[src/rtl/qos_pkg.sv]
// Shared constants, FSM encodings and helpers for the
// QoS weighted round-robin pop scheduler.
package qos_pkg;

    localparam int NUM_Q = 4;
    localparam int W_W   = 5;
    localparam int ID_W  = 2;

    typedef enum logic [1:0] {
        ST_IDLE  = 2'd0,
        ST_ARB   = 2'd1,
        ST_POP   = 2'd2,
        ST_PAUSE = 2'd3
    } state_e;

    // Extract the weight of one class from the packed weight vector.
    function automatic logic [W_W-1:0] weight_of(
        input logic [NUM_Q*W_W-1:0] w,
        input logic [ID_W-1:0]      idx
    );
        weight_of = w[idx*W_W +: W_W];
    endfunction

endpackage

[src/rtl/rr_next_eligible.sv]
// Rotating priority encoder: finds the first eligible class
// after ptr, wrapping around so that ptr itself is tried last.
module rr_next_eligible
    import qos_pkg::*;
(
    input  logic [NUM_Q-1:0] eligible,
    input  logic [ID_W-1:0]  ptr,
    output logic             found,
    output logic [ID_W-1:0]  idx
);

    logic [ID_W-1:0] cand;

    // Scan ptr+1, ptr+2, ptr+3, ptr; the first hit wins.
    always_comb begin
        found = 1'b0;
        idx   = ptr;
        cand  = ptr;
        for (int k = 1; k <= NUM_Q; k++) begin
            cand = ptr + ID_W'(k);
            if (!found && eligible[cand]) begin
                found = 1'b1;
                idx   = cand;
            end
        end
    end

endmodule

[src/rtl/qos_wrr_scheduler.sv]
// Weighted round-robin pop scheduler for four QoS class FIFOs.
// Grants up to weight[i] pops per turn, one pop every 2 cycles.
module qos_wrr_scheduler
    import qos_pkg::*;
(
    input  logic                 CLK,
    input  logic                 RESET,
    input  logic                 init,
    input  logic [NUM_Q*W_W-1:0] request,
    input  logic [NUM_Q-1:0]     empty,
    input  logic                 pausa,
    output logic [NUM_Q-1:0]     pop,
    output logic [ID_W-1:0]      pop_id,
    output logic                 pop_valid,
    output logic                 busy
);

    state_e               state_q, state_d;
    logic [NUM_Q*W_W-1:0] weights_q, weights_d;
    logic [W_W-1:0]       credit_q, credit_d;
    logic [ID_W-1:0]      ptr_q, ptr_d;
    logic [NUM_Q-1:0]     pop_q, pop_d;
    logic [ID_W-1:0]      pop_id_q, pop_id_d;
    logic                 pop_valid_q, pop_valid_d;

    logic [NUM_Q-1:0]     eligible;
    logic                 nxt_found;
    logic [ID_W-1:0]      nxt_idx;

    // A class may be granted only if it has data and a nonzero weight.
    always_comb begin
        eligible = '0;
        for (int i = 0; i < NUM_Q; i++) begin
            eligible[i] = ~empty[i]
                & (weight_of(weights_q, ID_W'(i)) != '0);
        end
    end

    rr_next_eligible u_next (
        .eligible (eligible),
        .ptr      (ptr_q),
        .found    (nxt_found),
        .idx      (nxt_idx)
    );

    // Next-state, credit and grant computation.
    always_comb begin
        state_d     = state_q;
        weights_d   = weights_q;
        credit_d    = credit_q;
        ptr_d       = ptr_q;
        pop_d       = '0;
        pop_id_d    = pop_id_q;
        pop_valid_d = |pop_q;
        if (init) begin
            weights_d = request;
            credit_d  = '0;
            ptr_d     = '1;
            state_d   = pausa ? ST_PAUSE : ST_ARB;
        end else begin
            unique case (state_q)
                ST_IDLE: begin
                    if (pausa)
                        state_d = ST_PAUSE;
                    else if (|eligible)
                        state_d = ST_ARB;
                end
                ST_ARB: begin
                    if (pausa) begin
                        state_d = ST_PAUSE;
                    end else if (eligible[ptr_q]
                                 && credit_q != '0) begin
                        credit_d = credit_q - W_W'(1);
                        pop_d    = NUM_Q'(1) << ptr_q;
                        pop_id_d = ptr_q;
                        state_d  = ST_POP;
                    end else if (nxt_found) begin
                        ptr_d    = nxt_idx;
                        credit_d = weight_of(weights_q, nxt_idx)
                                   - W_W'(1);
                        pop_d    = NUM_Q'(1) << nxt_idx;
                        pop_id_d = nxt_idx;
                        state_d  = ST_POP;
                    end else begin
                        state_d = ST_IDLE;
                    end
                end
                ST_POP: begin
                    state_d = ST_ARB;
                end
                ST_PAUSE: begin
                    if (!pausa)
                        state_d = ST_ARB;
                end
            endcase
        end
    end

    // Register FSM state, arbitration context and outputs.
    always_ff @(posedge CLK or negedge RESET) begin
        if (!RESET) begin
            state_q     <= ST_IDLE;
            weights_q   <= {NUM_Q{W_W'(1)}};
            credit_q    <= '0;
            ptr_q       <= '1;
            pop_q       <= '0;
            pop_id_q    <= '0;
            pop_valid_q <= 1'b0;
        end else begin
            state_q     <= state_d;
            weights_q   <= weights_d;
            credit_q    <= credit_d;
            ptr_q       <= ptr_d;
            pop_q       <= pop_d;
            pop_id_q    <= pop_id_d;
            pop_valid_q <= pop_valid_d;
        end
    end

    assign pop       = pop_q;
    assign pop_id    = pop_id_q;
    assign pop_valid = pop_valid_q;
    assign busy      = (state_q != ST_IDLE);

endmodule

[config.mk]
export PLATFORM = sky130hd
export DESIGN_NAME = qos_wrr_scheduler
export DESIGN_NICKNAME = d
export VERILOG_FILES = /design/src/rtl/qos_pkg.sv /design/src/rtl/rr_next_eligible.sv /design/src/rtl/qos_wrr_scheduler.sv
export SDC_FILE = /design/constraint.sdc
export NUM_CORES = 1
export LEC_CHECK = 0
export ABC_AREA = 1
export BUFFER_PORTS_ARGS = -buffer_cell sky130_fd_sc_hd__clkbuf_2
export CELL_PAD_IN_SITES_DETAIL_PLACEMENT = 0
export CELL_PAD_IN_SITES_GLOBAL_PLACEMENT = 1
export CORE_ASPECT_RATIO = 1.75
export CORE_MARGIN = 1
export CORE_UTILIZATION = 43
export DETAILED_ROUTE_END_ITERATION = 8
export GPL_TIMING_DRIVEN = 0
export PLACE_DENSITY = 0.81
export SLEW_MARGIN = 10
export SYNTH_ARGS = -nofsm -noshare
export SYNTH_HDL_FRONTEND = slang
export SYNTH_HIERARCHICAL = 1
export SYNTH_SLANG_ARGS = --single-unit
[constraint.sdc]
create_clock -name CLK -period 7.3 [get_ports CLK]
set_clock_uncertainty 0.15 [all_clocks]
set_input_delay 1.825 -clock CLK [delete_from_list [all_inputs] [get_ports CLK]]
set_output_delay 1.825 -clock CLK [all_outputs]
set_load 0.005 [all_outputs]
### Word-level counts from Yosys, hierarchy flattened

Cells that the tools add are included.

* input bits: 28
* logic and storage cells: 102
* register bits: 36
* output and inout port bits: 8

* multipliers: 1
* muxes and demuxes: 41
* equality and inequality tests: 7
* $lt $le $gt $ge: 4
* reductions and logical operators: 24
* shift-type cells: 3
* bitwise logic cells: 10
* add/sub/neg operators: 5

Operator list (number)
* 2-to-1 mux 2 bit: 18
* 2-to-1 mux 5 bit: 5
* nonzero test 5 bit: 5
* 2-to-1 mux 4 bit: 5
* variable part select 20 x 6 -> 5 bit: 1
* < comparator 2 x 3 -> 1 bit (second input constant): 4
* subtractor 5 x 1 -> 5 bit (second input constant): 2
* binary-select mux 1 bit (select 2 bit): 4
* 2-to-1 mux 1 bit: 8
* case mux 2 bit (4 select lines): 1
* AND reduction 4 bit: 2
* nonzero test 2 bit: 4
* OR reduction 4 bit: 2
* left shift 1 x 2 -> 4 bit (first input constant): 2
* inverter 1 bit: 6
* multiplier 2 x 3 -> 5 bit (second input constant): 1
* adder 2 bit (second input constant): 2
* bitwise AND 1 bit: 4
* equality test 2 bit (second input constant): 2
* logical AND 1 bit: 4
* != test 2 bit (second input constant): 2
* != test 4 bit (second input constant): 1
* zero test 1 bit: 3
* != test 3 bit (second input constant): 1
* 6 further kinds: 6

### Logic depth before layout (Yosys ltp)

* depth in word-level cells: 22
* mapped depth: 23
* gate-level depth less buffers: 23

### Modules after synthesis

The synthesis kept the hierarchy.

Modules (own cells, without submodules)
* qos_wrr_scheduler: seq. area each 908.4 um^2, cells each 253, times used 1, area an instance 1901.8 um^2
* rr_next_eligible: seq. area each 0.0 um^2, cells each 46, times used 1, area an instance 231.5 um^2

### Worst setup path before layout

OpenSTA, ideal clock, no wires.

* path type: input to register
* start point: in empty[2]
* end point: reg credit_q[2]
* arrival: 3.713 ns
* library setup time: 0.130 ns
* required time: 7.020 ns
* path slack: 3.307 ns
* buffers on the path: 0
* stages on the path: 20
* cell sequence: inv_1 > nand2_1 > inv_1 > nand2_1 > nand2_2 > nand2_2 > nand2_4 > inv_1 > nand3_1 > nand3_1 > nand2_1 > inv_1 > nand2_1 > inv_1 > a22oi_1 > o221ai_1 > a21oi_2 > ha_1 > xor2_1 > o22ai_1

* longest elaborated chain between the ends: 22
* elaborated cells on any way between the ends: 35
* classes of those cells: add/sub (1); mul (1); shift (1); mux (21); bitwise (2); reduce/logical (9)

RTL lines
* from (decl): RTL line qos_wrr_scheduler.sv:10 `input logic [NUM_Q-1:0] empty,`
* inverter 1 bit *: RTL line qos_wrr_scheduler.sv:34 `eligible[i] = ~empty[i]`
* bitwise AND 1 bit *: RTL line qos_wrr_scheduler.sv:35 `& (weight_of(weights_q, ID_W'(i)) != '0);`
* net eligible[2]: RTL line qos_wrr_scheduler.sv:26 `logic [NUM_Q-1:0] eligible;`
* binary-select mux 1 bit (select 2 bit): RTL line rr_next_eligible.sv:21 `if (!found && eligible[cand]) begin`
* 2-to-1 mux 1 bit (not written as such): RTL line rr_next_eligible.sv:21
* 2-to-1 mux 1 bit: RTL line rr_next_eligible.sv:21
* zero test 1 bit: RTL line rr_next_eligible.sv:21
* logical AND 1 bit: RTL line rr_next_eligible.sv:21
* [... 7 more ...]
* net nxt_idx[1]: RTL line qos_wrr_scheduler.sv:28 `logic [ID_W-1:0] nxt_idx;`
* multiplier 2 x 3 -> 5 bit *: RTL line qos_pkg.sv:21 `weight_of = w[idx*W_W +: W_W];`
* variable part select 20 x 6 -> 5 bit *: RTL line qos_pkg.sv:21
* subtractor 5 x 1 -> 5 bit *: RTL line qos_wrr_scheduler.sv:80 `- W_W'(1);`
* 2-to-1 mux 5 bit *: RTL line qos_wrr_scheduler.sv:77 `end else if (nxt_found) begin`
* 2-to-1 mux 5 bit *: RTL line qos_wrr_scheduler.sv:71 `end else if (eligible[ptr_q]`
* 2-to-1 mux 5 bit *: RTL line qos_wrr_scheduler.sv:69 `if (pausa) begin`
* 2-to-1 mux 5 bit *: RTL line qos_wrr_scheduler.sv:61 `unique case (state_q)`
* 2-to-1 mux 5 bit *: RTL line qos_wrr_scheduler.sv:55 `if (init) begin`
* to (signal assigned): RTL line qos_wrr_scheduler.sv:112 `credit_q <= credit_d;`
* to (decl): RTL line qos_wrr_scheduler.sv:20 `logic [W_W-1:0] credit_q, credit_d;`

Mark *: on every way through the listed nets, which the timed path passes. The rest lies on a longest branch. The select of a mux whose other input is x is not followed.
A chain may end at the register's enable or synchronous reset.

### Final worst setup path

* start point: in empty[3]
* end point: reg credit_q[2]

The elaborated chain is that of the path after synthesis.

==> run metrics <==
Max Cap Violations 0; DR vias around 2k; PortBufs 35; Worst EP arrival roughly 4300 ps; vias per cell a little over 5; final-report max-slew violation count 0; layout cells sized above 1 0.190; FF+latch count, synth 36; r2r endpoint credit_q[2]; Starting Density 0.453; Worst Setup Path Type in2reg; DR pass1 iterations 4; Worst Hold Path Cells 1; Layout Nets 370; initial antenna violation count 0; setup TNS 0 ps; die area 5260 µm²; post-synthesis simple-gate area fraction 0.304; Total GRT Usage 0.215; register area between 900 and 1000 µm²; sequential area share after synthesis 0.426; grt met3 use 0.0299; CTS resizes 0; CTS tree done; crit-path cells clkbuf_2, inv_1, nand2_1, inv_1, nand2_1, nand2_2, nand2_2, nand2_4, a21oi_2, nand3_1, nand2_1, inv_1, nand2_1, inv_1, a22oi_1, o221ai_1, a21oi_2, ha_1, xor2_1, o22ai_1; Synth async-reset ratio 1.00; Rows 33; core area around 4700 µm²; Synth Cell Area 2130 µm²; Compound-Gate Fraction of Synth Area 0.147; CP delay by family, top simple AND/OR/NAND/NOR gates; leakage power 1.35 nW; first-pass GRT wire length between 8 and 9 mm; die width 55.2 µm; Place WS 2760 ps; drc violations 0; post-CTS setup buffer count 0; pin count of the biggest net entering global routing 37; critical path fanouts, max 6; grt met2 use 0.415; # fillers 500; clk buf depth 2; syn avg cell area slightly above 7 µm²; RSZ-0062 raised after global routing false; H-tree depth 2; met1 Use GR 0.213; maximum VDD drop approximately 0.29 mV; Antenna Cells 0; fmax between 200 and 250 MHz; GPL Wtd Cong 0.869; main combinational cell family by area after synthesis simple AND/OR/NAND/NOR gates; Synth Flop Type dfrtp_1; max incr delay on CP roughly 250 ps; clock sinks 36; Fin. Hold Viols 0; Final WS setup about 3000 ps; slew margin rel. 0.406; IO Count 36; outcome completed; Final period util 0.583; vias in the first global route roughly 2.0k; GR peak layer met2; Final Critical Period 4250 ps; Reg2Reg Launch Point weights_q[15]; Clock Pin Slew Worst Setup and Hold Paths around 70 ps; Worst Reg-to-Reg Cells 19; Synth cell types 28; WP buf/inv 5; footprint of the multi-input gates 993 µm²; hold buffer count at CTS 0; syn nets 328; CTS Buf Count 5; final setup vio count 0; worst slew pin tran approximately 900 ps; clk_lat worst skew 280 ps; Syn-to-layout area delta 15.5%; Routed Antenna Nets 0; Worst path slowest cell ha_1; number of synthesized flops with an enable pin 0; R2R Setup Slk roughly 4000 ps; synthesized instance count 299; grt total ovfl 0; final wirelength 5.16 mm; Min-Delay Path Class reg2reg; CP Launch Type input pin; mux contribution to synthesized area 0; Min-Delay Startpoint pop[2]; post-DP HPWL about 4.2 mm; CP Capture Type register; root buf cell clkbuf_8; PD cells ~450 nW/µm²; initial DRC count 73; XOR/XNOR Fraction of Synth Area 0.00821; yosys warns 6; Critical Path RT 7310 ps; drt wl/cell roughly 13 µm; Synth Area in Adders 0.00587; Chip Height 95.2 µm; hold path endpoint pop_valid
## where the power goes
group	internal, W	total [W]	switching (W)
clock	0.0000769	0.000143	0.0000658
sequential	0.000241	0.000270	0.0000283
combinational	0.000245	0.000704	0.000459
## flip-flops by register name (all words and copies together) (netlist names)
| register | count |
|---|---|
| pop_id | 2 |
| pop_valid | 1 |
| state_q | 2 |
| weights_q | 20 |
| credit_q | 5 |
| pop | 4 |
| ptr_q | 2 |
## cell usage in the layout (no fill, tap or decap), types with 2 or more instances in the layout
cell type and n:
nand2_1 83, nand3_1 25, a21oi_2 2, dfrtp_1 30
nor3_1 4, clkbuf_1 6, a211oi_1 3, dfstp_2 6
nand2_2 7, o21ai_0 27, o21ai_2 2, o22ai_1 10
clkbuf_8 6, xor2_1 2, buf_6 2, o21ai_1 2
clkbuf_2 35, inv_2 2, nor2_1 23, a21oi_1 2
nand4_1 7, inv_1 48
## worst reg2reg max path, stage by stage, from the launching register on
cell	delay, ps
dfstp_2	530
nor2_1	40
nand3_1	130
nand2_1	130
inv_1	90
nand2_1	70
nand3_1	130
nand2_1	80
o21ai_0	170
nand3_1	80
nand2_1	180
inv_1	60
nand2_1	190
inv_1	60
a22oi_1	160
o221ai_1	160
a21oi_2	250
ha_1	250
xor2_1	150
o22ai_1	80
## synthesized netlist by cell type, types with 3 or more instances
| library cell | instances | area [µm²] |
|---|---|---|
| nand2_2 | 7 | 43.8 |
| nand4_1 | 7 | 43.8 |
| nand3_1 | 25 | 125 |
| inv_1 | 48 | 180 |
| clkbuf_1 | 4 | 15.0 |
| nor2_1 | 23 | 86.3 |
| o21ai_0 | 27 | 135 |
| dfrtp_1 | 30 | 751 |
| a211oi_1 | 3 | 22.5 |
| dfstp_2 | 6 | 158 |
| nand2_1 | 83 | 312 |
| o22ai_1 | 10 | 62.6 |
| nor3_1 | 4 | 20.0 |
## cell families after synthesis
family | after synthesis
compound gates | 52
xor+xnor | 2
fa+ha+maj | 1
buf+inv | 57
flops | 36
simple gates | 151
## layer usage
metal	wire, µm	vias up
li1	-	1047
met3	154	17
met4	210	0
met5	0	-
met2	2770	53
met1	2030	892
## stage by stage
stage / power [W] / hold WS, ps / std cells / area, µm² / utilization
2_1_floorplan: 0.000816 / 299 / 299 / 2130 / -
3_3_place_gp: 0.000976 / 298 / 386 / 2370 / 0.504
3_5_place_dp: 0.000979 / 301 / 386 / 2370 / 0.504
4_1_cts: 0.00113 / 320 / 394 / 2460 / 0.523
5_1_grt: 0.00124 / 351 / 394 / 2460 / 0.523
6_report: 0.00112 / 318 / 394 / 2460 / 0.523
## worst max path at each step
stage                     cells past startpoint  startpoint     endpoint  slack (ps)
after floorplan                              20    empty[2]  credit_q[2]        3310
after detailed placement                     20    empty[3]  credit_q[2]        2760
after global routing                         21    empty[3]  credit_q[4]        2670
final                                        20    empty[3]  credit_q[2]        3050
after global placement                       20    empty[2]  credit_q[2]        2760
after CTS                                    20    empty[3]  credit_q[2]        3050
## area by class of cell
type,count,area share
multi-input combinational,206,0.403
timing repair buffer,35,0.0711
buffer,6,0.0152
clock buffer,8,0.0366
sequential,36,0.369
inverter,51,0.0787
tap,52,0.0264
Power figures use the tool's default switching activity.
